===== config.mk =====
export PLATFORM = sky130hd
export DESIGN_NAME = rssi_anomaly_decision
export DESIGN_NICKNAME = d
export VERILOG_FILES = /design/src/rtl/diwall_pkg.sv /design/src/rtl/sm_abs_diff.sv /design/src/rtl/rssi_anomaly_decision.sv
export SDC_FILE = /design/constraint.sdc
export NUM_CORES = 1
export LEC_CHECK = 0
export CORE_ASPECT_RATIO = 1.1
export CORE_UTILIZATION = 63
export DETAILED_ROUTE_END_ITERATION = 10
export PLACE_DENSITY = 0.86
export SKIP_LAST_GASP = 1
export SLEW_MARGIN = 15
export SYNTH_ARGS = -nofsm -noshare
export SYNTH_HDL_FRONTEND = slang
export SYNTH_SLANG_ARGS = --single-unit

===== constraint.sdc =====
create_clock -name clk_h -period 10.7 [get_ports clk_h]
set_input_delay 2.14 -clock clk_h [delete_from_list [all_inputs] [get_ports clk_h]]
set_output_delay 2.14 -clock clk_h [all_outputs]
set_load 0.02 [all_outputs]

===== src/rtl/diwall_pkg.sv =====
// Shared types and helpers for the Diwall RSSI anomaly decision stage.
// Sign-magnitude samples are widened to 33-bit two's complement so -0 and +0 compare equal.
package diwall_pkg;

    typedef enum logic [1:0] {
        IDLE = 2'd0,
        CMP  = 2'd1,
        UPD  = 2'd2
    } dec_state_t;

    localparam logic [30:0] SM_MAG_MAX = 31'h7FFF_FFFF;

    function automatic logic signed [32:0] sm_to_tc(input logic [31:0] sm);
        logic signed [32:0] mag;
        mag = $signed({2'b00, sm[30:0]});
        return sm[31] ? -mag : mag;
    endfunction

endpackage


===== src/rtl/sm_abs_diff.sv =====
// Combinational sign-magnitude subtractor: diff_o = a_i - b_i, magnitude saturated to 31 bits.
// A zero result is always reported as +0.
module sm_abs_diff
    import diwall_pkg::*;
(
    input  logic [31:0] a_i,
    input  logic [31:0] b_i,
    output logic [31:0] diff_o
);

    logic signed [32:0] a_tc;
    logic signed [32:0] b_tc;
    logic        [33:0] diff;
    logic        [33:0] mag;
    logic               sat;

    always_comb begin
        a_tc = sm_to_tc(a_i);
        b_tc = sm_to_tc(b_i);
        // One extra bit keeps the full range of the difference of two 33-bit values.
        diff = {a_tc[32], a_tc} - {b_tc[32], b_tc};
        mag  = diff[33] ? (~diff + 34'd1) : diff;
        sat  = (mag > {3'b000, SM_MAG_MAX});
        diff_o = {diff[33], sat ? SM_MAG_MAX : mag[30:0]};
    end

endmodule


===== src/rtl/rssi_anomaly_decision.sv =====
// Classifies each RSSI sample against the previous EWMA baseline and drives a hysteretic
// jamming/spoofing alarm. Decision results appear combinationally in the UPD cycle (N+2).
module rssi_anomaly_decision
    import diwall_pkg::*;
#(
    parameter logic [30:0] DEV_THRESH  = 31'd20,
    parameter int unsigned ALARM_COUNT = 3,
    parameter int unsigned CLEAR_COUNT = 8,
    parameter int unsigned WARMUP      = 4
) (
    input  logic        clk_h,
    input  logic        rst_h,
    input  logic        sample_valid,
    input  logic [31:0] rssi,
    input  logic        EnableDecision,
    input  logic [31:0] ewma_rssi,
    input  logic        clear,
    output logic        decision_valid,
    output logic        outlier,
    output logic [31:0] deviation,
    output logic        alarm,
    output logic        alarm_pulse,
    output logic [15:0] alarm_total,
    output logic        overrun
);

    localparam int unsigned OW = $clog2(ALARM_COUNT + 1);
    localparam int unsigned IW = $clog2(CLEAR_COUNT + 1);
    localparam int unsigned WW = $clog2(WARMUP + 2);
    localparam logic [OW-1:0] OUT_SAT  = OW'(ALARM_COUNT);
    localparam logic [IW-1:0] IN_SAT   = IW'(CLEAR_COUNT);
    localparam logic [WW-1:0] WARM_SAT = WW'(WARMUP);

    dec_state_t    state_q, state_d;
    logic [31:0]   sample_q, sample_d;
    logic          have_sample_q, have_sample_d;
    logic [31:0]   ewma_q, ewma_d;
    logic [31:0]   snap_q, snap_d;
    logic          snap_ok_q, snap_ok_d;
    logic [31:0]   baseline_q, baseline_d;
    logic [31:0]   dev_q, dev_d;
    logic [WW-1:0] warm_q, warm_d;
    logic [OW-1:0] out_run_q, out_run_d;
    logic [IW-1:0] in_run_q, in_run_d;
    logic          alarm_q, alarm_d;
    logic [15:0]   total_q, total_d;
    logic          overrun_q, overrun_d;
    logic          outlier_q, outlier_d;
    logic [31:0]   deviation_q, deviation_d;

    logic [31:0]   diff_w;
    logic          warm_done;
    logic          dec_now;
    logic          upd_outlier;
    logic [OW-1:0] upd_out_run;
    logic [IW-1:0] upd_in_run;
    logic          upd_alarm;
    logic          upd_rise;
    logic [15:0]   upd_total;

    sm_abs_diff u_diff (
        .a_i    (snap_q),
        .b_i    (baseline_q),
        .diff_o (diff_w)
    );

    assign warm_done = (warm_q >= WARM_SAT);
    assign dec_now   = (state_q == UPD) && warm_done && snap_ok_q;

    // Classification result of the decision sitting in dev_q, computed from registers only.
    always_comb begin
        upd_outlier = (dev_q[30:0] > DEV_THRESH);
        upd_out_run = '0;
        upd_in_run  = '0;
        upd_alarm   = alarm_q;
        if (upd_outlier) begin
            upd_out_run = (out_run_q >= OUT_SAT) ? OUT_SAT : out_run_q + OW'(1);
            upd_alarm   = alarm_q | (upd_out_run == OUT_SAT);
        end else begin
            upd_in_run = (in_run_q >= IN_SAT) ? IN_SAT : in_run_q + IW'(1);
            upd_alarm  = alarm_q & (upd_in_run != IN_SAT);
        end
        upd_rise  = upd_alarm & ~alarm_q;
        upd_total = (upd_rise && (total_q != 16'hFFFF)) ? total_q + 16'd1 : total_q;
    end

    always_comb begin
        state_d       = state_q;
        sample_d      = sample_q;
        have_sample_d = have_sample_q;
        ewma_d        = ewma_q;
        snap_d        = snap_q;
        snap_ok_d     = snap_ok_q;
        baseline_d    = baseline_q;
        dev_d         = dev_q;
        warm_d        = warm_q;
        out_run_d     = out_run_q;
        in_run_d      = in_run_q;
        alarm_d       = alarm_q;
        total_d       = total_q;
        overrun_d     = overrun_q;
        outlier_d     = outlier_q;
        deviation_d   = deviation_q;

        if (sample_valid) begin
            sample_d      = rssi;
            have_sample_d = 1'b1;
        end

        unique case (state_q)
            IDLE: begin
                if (EnableDecision) begin
                    ewma_d        = ewma_rssi;
                    snap_d        = sample_q;
                    snap_ok_d     = have_sample_q;
                    have_sample_d = sample_valid;
                    state_d       = CMP;
                end
            end
            CMP: begin
                dev_d      = diff_w;
                baseline_d = ewma_q;
                state_d    = UPD;
                if (EnableDecision) overrun_d = 1'b1;
            end
            UPD: begin
                state_d = IDLE;
                if (EnableDecision) overrun_d = 1'b1;
                if (!warm_done) begin
                    warm_d = warm_q + WW'(1);
                end else if (snap_ok_q) begin
                    outlier_d   = upd_outlier;
                    deviation_d = dev_q;
                    out_run_d   = upd_out_run;
                    in_run_d    = upd_in_run;
                    alarm_d     = upd_alarm;
                    total_d     = upd_total;
                end
            end
            default: state_d = IDLE;
        endcase

        // Clear wins over a same-cycle update but leaves the FSM and baseline alone.
        if (clear) begin
            alarm_d   = 1'b0;
            out_run_d = '0;
            in_run_d  = '0;
            total_d   = '0;
            overrun_d = 1'b0;
        end
    end

    always_ff @(posedge clk_h or negedge rst_h) begin
        if (!rst_h) begin
            state_q       <= IDLE;
            sample_q      <= '0;
            have_sample_q <= 1'b0;
            ewma_q        <= '0;
            snap_q        <= '0;
            snap_ok_q     <= 1'b0;
            baseline_q    <= '0;
            dev_q         <= '0;
            warm_q        <= '0;
            out_run_q     <= '0;
            in_run_q      <= '0;
            alarm_q       <= 1'b0;
            total_q       <= '0;
            overrun_q     <= 1'b0;
            outlier_q     <= 1'b0;
            deviation_q   <= '0;
        end else begin
            state_q       <= state_d;
            sample_q      <= sample_d;
            have_sample_q <= have_sample_d;
            ewma_q        <= ewma_d;
            snap_q        <= snap_d;
            snap_ok_q     <= snap_ok_d;
            baseline_q    <= baseline_d;
            dev_q         <= dev_d;
            warm_q        <= warm_d;
            out_run_q     <= out_run_d;
            in_run_q      <= in_run_d;
            alarm_q       <= alarm_d;
            total_q       <= total_d;
            overrun_q     <= overrun_d;
            outlier_q     <= outlier_d;
            deviation_q   <= deviation_d;
        end
    end

    // Outputs show the fresh result during the UPD cycle and hold it afterwards.
    assign decision_valid = dec_now;
    assign outlier        = dec_now ? upd_outlier : outlier_q;
    assign deviation      = dec_now ? dev_q : deviation_q;
    assign alarm          = dec_now ? upd_alarm : alarm_q;
    assign alarm_pulse    = dec_now & upd_rise;
    assign alarm_total    = dec_now ? upd_total : total_q;
    assign overrun        = overrun_q;

endmodule


==> impl_metrics.ini, run 1 <==
[run_status]
status = finished, final reports clean

[clock_tree]
cts_tree = yes
postCtsHoldBufs = 0
ctsResizeCount = 0
clkSinkCount = 224
cts_buffers = 23
cts_root_buf = clkbuf_16
cts_setup_buffers = 0
worstSkewPairLatency_ps = 520
cts_buffer_depth = 3
path_clk_slew_ps = 60
htree_levels = 1

[drt]
routedWlPerCell_um = 16.7
antenna_left = 0
num_vias = 9927
wl_met2_mm = 13.5
post-route-drc-count = 0
drtIter0Drc = 579
drtPass1Iterations = 5
drt-met1-wl_mm = 12.8
dr_wl_met3_mm = 1.01
wl_mm = 27.8
avgViaCountPerCell = 5.94
top_layer_used = met4

[global_routing]
antenna_found_initial = 0
track_usage_pct = 26.2
grt_pass1_vias = 9706
grt_max_degree = 98
grt_first_pass_wirelength_mm = 47.2
grt_overflow = 0

[setup_path]
cp.depth = 12
r2r-end = dev_q[17]
cp-start-kind = flip-flop
critPathMaxStageDelay_ps = 650
cp.arrival_ps = 4600
worstRegToRegCells = 16
crit_type = flip-flop to primary output
cp.buffers_inverters = 3
cp_data_required_time_ps = 8560
worstSetupEndpointType = primary output
crit_slowest_cell = clkdlybuf4s50_1
cpLargestDelayFamily = simple AND/OR/NAND/NOR gates
cp_cell_sequence = inv_1, ha_1, nand3_2, buf_4, a21oi_1, and2_1, nor2b_1, o21ai_1, nor4_1, nand4_1, xnor2_1, clkdlybuf4s50_1
worstPathMaxFanout = 72
r2r_slack_ps = 4680
worstReg2RegStart = baseline_q[6]

[finish]
nFillCells = 1425
diodes = 0
nets = 1485
postLayoutCellArea_um2 = 15600
syn_to_final_growth_pct = 15.4
final_util_pct = 74.9
layout-drive-gt1-share_pct = 20.7

[sta]
finalSetupViolCount = 0
period_share_pct = 63.0
slew_headroom_pct = 22.2
finalHoldViolCount = 0
final-max-slew-violation-count = 0
skew_ps = 10.1
fmax_mhz = 148
holdWs_ps = 484
final.min_clock_period_ps = 6740
tns_ps = 0
worst_slew_pin_slew_ps = 1150
rsz0062_at_grt = false

[synthesis]
synth.net_count = 1396
synth_warnings = 0
seq_area_frac_synth_pct = 41.6
ys_ff_latch = 224
synthArstFlopShare_pct = 100
synth_area_leaders = dfrtp_1 42%, mux2_2 16%, xnor2_1 4.5%, ha_1 4.2%, xor2_1 3.1%
synth-edff-count = 0
avgSynthCellArea_um2 = 10.5
ys_top_cells_by_count = 224 x dfrtp_1, 195 x mux2_2, 94 x nand2_1, 84 x nor2_1, 70 x xnor2_1
ys.flop_type = dfrtp_1
yosysMostFrequentCell = dfrtp_1
syn_inst = 1281
syn_area_um2 = 13500
yosysUniqueCellTypes = 84
synth_area_leader_cell = dfrtp_1
synth_top_area_share_pct = 41.6

[worst_hold_path]
hold_class = flip-flop to flip-flop
min_from = outlier_q
whs_path_depth = 1
hold-path-endpoint = outlier_q

[floorplanning]
design.die.area_um2 = 22000
die_w_um = 141
die_h_um = 155
coreArea_um2 = 20800
num_io_pins = 122
initial_utilization_pct = 64.9
rows = 55

[placement]
place_area_um2 = 14800
dp_hpwl_mm = 19.9
port_buffers = 121
gp_congestion = 0.915

[job]
maxCapViolations = 0
## stage by stage
step | std cells | setup slack (ps)
finish | 1672 | 3960
global route | 1672 | 3620
CTS | 1672 | 3920
detailed placement | 1630 | 4410
global placement | 1630 | 4600
floorplan | 1281 | 5500
## registers in the layout, indices dropped and copies added (netlist names)
name and flops:
alarm_q 1, baseline_q 32, dev_q 32, deviation_q 32, ewma_q 32, have_sample_q 1, in_run_q 4, out_run_q 2
outlier_q 1, overrun 1, sample_q 32, snap_ok_q 1, snap_q 32, state_q 2, total_q 16, warm_q 3
## layer usage
layer / GRT usage (%) / up-vias
li1: - / 4831
met1: 35.9 / 4809
met2: 44.9 / 239
met3: 2.89 / 48
met4: 5.94 / 0
met5: 0 / -
## cells by family (layout without fill, tap and decap cells)
| family | after synthesis | in the layout | share of synthesized area [%] |
|---|---|---|---|
| multiplexers | 200 | 200 | 16.7 |
| flip-flops | 224 | 224 | 41.6 |
| buffers and inverters | 90 | 196 | 3.44 |
| AND/OR/NAND/NOR | 347 | 347 | 13.2 |
| adder cells (fa/ha/maj) | 46 | 46 | 4.32 |
| AO/OA/AOI/OAI | 256 | 256 | 13.1 |
| XOR/XNOR | 118 | 118 | 7.72 |
## worst reg2reg max path, stage by stage (launching register included)
cell and delay [ps]:
dfrtp_1 420, nor4_1 380, nand3_1 180, or4_1 510, o31ai_1 620, nand2_1 140
xnor2_1 170, ha_1 410, a21oi_1 200, o21ai_0 160, or2_2 320, o311ai_0 660
nand3b_1 300, a2111oi_4 300, a41oi_1 220, o2bb2ai_4 620, a41oi_1 220
## cells in the final DEF, fill, tap and decap left out, types with 4 or more instances in the layout
| master | Yosys | final |
|---|---|---|
| o22ai_1 | 4 | 4 |
| o31ai_1 | 20 | 20 |
| clkbuf_1 | 47 | 6 |
| nor2b_1 | 24 | 24 |
| nand2_1 | 94 | 93 |
| clkdlybuf4s50_1 | 0 | 120 |
| ha_1 | 45 | 44 |
| mux2i_1 | 5 | 5 |
| xor2_1 | 47 | 47 |
| o21ai_0 | 53 | 53 |
| nor3b_1 | 4 | 4 |
| o21ai_1 | 4 | 4 |
| and2_1 | 8 | 8 |
| a31oi_1 | 39 | 39 |
| nor2_1 | 84 | 84 |
| dfrtp_1 | 224 | 224 |
| a21o_1 | 12 | 12 |
| o211ai_1 | 5 | 5 |
| o41ai_1 | 9 | 9 |
| nand4_1 | 16 | 16 |
| o21a_1 | 8 | 8 |
| nand3_1 | 29 | 28 |
| clkinvlp_4 | 0 | 4 |
| clkbuf_16 | 0 | 23 |
| nand2b_1 | 6 | 6 |
| a21oi_1 | 46 | 46 |
| buf_4 | 2 | 5 |
| mux2_2 | 195 | 195 |
| or4_1 | 11 | 11 |
| xnor2_1 | 70 | 70 |
| a41oi_1 | 7 | 7 |
| or2_2 | 13 | 13 |
| nor4_1 | 14 | 14 |
| a21oi_2 | 5 | 5 |
| bufinv_16 | 0 | 4 |
| inv_1 | 28 | 28 |
| a211oi_1 | 6 | 6 |
| or3_1 | 10 | 10 |
| nor3_1 | 13 | 13 |
## worst max path at each step
stage	startpoint	to	slack [ps]
finish	state_q[0]	alarm_total[11]	3960
global route	state_q[0]	alarm_total[11]	3620
CTS	state_q[0]	alarm_total[11]	3920
detailed placement	baseline_q[6]	dev_q[17]	4410
global placement	state_q[0]	alarm_total[11]	4600
floorplan	state_q[0]	alarm_total[11]	5500
## layout make-up
class	count	area, µm²	share of cell area [%]
clock buffer	30	612	3.93
clock inverter	12	178	1.14
inverter	28	105	0.676
multi-input combinational	967	7450	47.9
sequential	224	5610	36.0
tap	285	357	2.29
timing repair buffer	126	1250	8.06
Power of run 1 is not shown: default switching activity piles up to over one toggle a cycle in this logic, so the estimate is an artifact.
==> inputs of run 2 (changes only) <==
--- a/config.mk
+++ b/config.mk
@@ -6,9 +6,9 @@
 export NUM_CORES = 1
 export LEC_CHECK = 0
 export CORE_ASPECT_RATIO = 1.1
-export CORE_UTILIZATION = 63
+export CORE_UTILIZATION = 59
 export DETAILED_ROUTE_END_ITERATION = 10
-export PLACE_DENSITY = 0.86
+export PLACE_DENSITY = 0.81
 export SKIP_LAST_GASP = 1
 export SLEW_MARGIN = 15
 export SYNTH_ARGS = -nofsm -noshare
==> constraint.sdc (replaced) <==
create_clock -name clk_h -period 6.3 [get_ports clk_h]
set_input_delay 1.26 -clock clk_h [delete_from_list [all_inputs] [get_ports clk_h]]
set_output_delay 1.26 -clock clk_h [all_outputs]
set_load 0.02 [all_outputs]
==> run 2 against run 1 <==
Routed wire length decreased by 2.0%; die area increased by 6.7%; register-to-register slack got worse by 4200 ps.
==> impl_metrics.ini, run 2 (synthesis results as in run 1) <==
[run_status]
status = finished, final reports clean

[finish]
multiInputGateArea_um2 = 7440
ff_latch_area_um2 = 5610
syn_to_final_growth_pct = 14.9
mostFrequentLayoutCell = dfrtp_1
final_util_pct = 69.7
postLayoutCellArea_um2 = 15500
nFillCells = 1669
nets = 1487
most-common-layout-cells = 224 x dfrtp_1, 195 x mux2_2, 120 x clkdlybuf4s50_1
diodes = 0
layout-drive-gt1-share_pct = 20.4

[drt]
routedWlPerCell_um = 16.2
post-route-drc-count = 0
avgViaCountPerCell = 5.85
antenna_left = 0
wl_mm = 27.3
drtPass1Iterations = 5
num_vias = 9826
drtIter0Drc = 618

[setup_path]
cp-start-kind = flip-flop
worstSetupEndpointType = flip-flop
crit_type = flip-flop to flip-flop
worstPathMaxFanout = 31
worstRegToRegCells = 20
cp_data_required_time_ps = 6630
cp.arrival_ps = 6170

[global_routing]
grt_max_degree = 148
antenna_found_initial = 0
grt_overflow = 0
track_usage_pct = 23.9
grt_pass1_vias = 9565
grt_first_pass_wirelength_mm = 46.9

[floorplanning]
coreArea_um2 = 22300
rows = 57
initial_utilization_pct = 60.6
design.die.area_um2 = 23500
die_w_um = 146
die_h_um = 161
num_io_pins = 122

[sta]
final-max-slew-violation-count = 0
final.min_clock_period_ps = 5850
layout_setup_ws_ps = 452
finalSetupViolCount = 0
tns_ps = 0
period_share_pct = 92.8
finalHoldViolCount = 0
rsz0062_at_grt = false
slew_headroom_pct = 21.5
worst_slew_pin_slew_ps = 1160
skew_ps = 17.6
fmax_mhz = 171

[placement]
dp_hpwl_mm = 19.9
place_area_um2 = 14800
dp_slack_ps = 500
port_buffers = 121
gp_congestion = 0.851

[clock_tree]
htree_levels = 1
cts_root_buf = clkbuf_16
cts_tree = yes
cts_buffers = 23
cts_buffer_depth = 3
path_clk_slew_ps = 60
clkSinkCount = 224
cts_setup_buffers = 0
postCtsHoldBufs = 0
worstSkewPairLatency_ps = 520
ctsResizeCount = 0

[worst_hold_path]
hold_class = flip-flop to flip-flop
whs_path_depth = 2

[job]
maxCapViolations = 0
## run 2: critical path, stage by stage, from the launching register on
cell and delay [ps]:
dfrtp_1 410, nor4_1 390, nand4_1 170, or4_1 540, or2_2 380, or4_1 540, nand2_1 110, xor2_1 170
ha_1 360, a21o_1 220, a21oi_1 150, nor2_1 80, nor2_1 200, mux2_2 370, nor3b_1 410, or2_2 240
a2111oi_4 50, a21boi_0 240, o2bb2ai_2 120, buf_4 310, a41oi_1 160
## run 2: area by class of cell
type	count	area share, %
Sequential cell	224	36.2
Tap cell	295	2.38
Timing Repair Buffer	128	8.27
Clock inverter	6	0.541
Clock buffer	32	4.00
Inverter	28	0.678
Multi-Input combinational cell	967	48.0
## run 2: final timing paths
check,end,slack [ps],from
min,baseline_q[1],470,ewma_q[1]
max,dev_q[17],450,baseline_q[6]
min in group asynchronous,total_q[7],680,rst_h
max in group asynchronous,ewma_q[30],4410,rst_h
max reg2reg,dev_q[17],450,baseline_q[6]
min reg2reg,baseline_q[1],470,ewma_q[1]
## run 2: metrics by stage
stage | hold WS (ps) | instances
floorplan | 444 | 1281
global placement | 461 | 1642
detailed placement | 468 | 1642
CTS | 478 | 1680
global route | 502 | 1680
finish | 473 | 1680
## run 2: per-layer routing
metal  up-vias  track usage (%)  share of wire [%]
li1       4839                -                  -
met1      4738             33.9                 47
met2       208             39.2                 47
met3        41             2.56                3.9
met4         0             6.25                2.0
met5         -                0                  0
Power of run 2 is left out for the same reason.
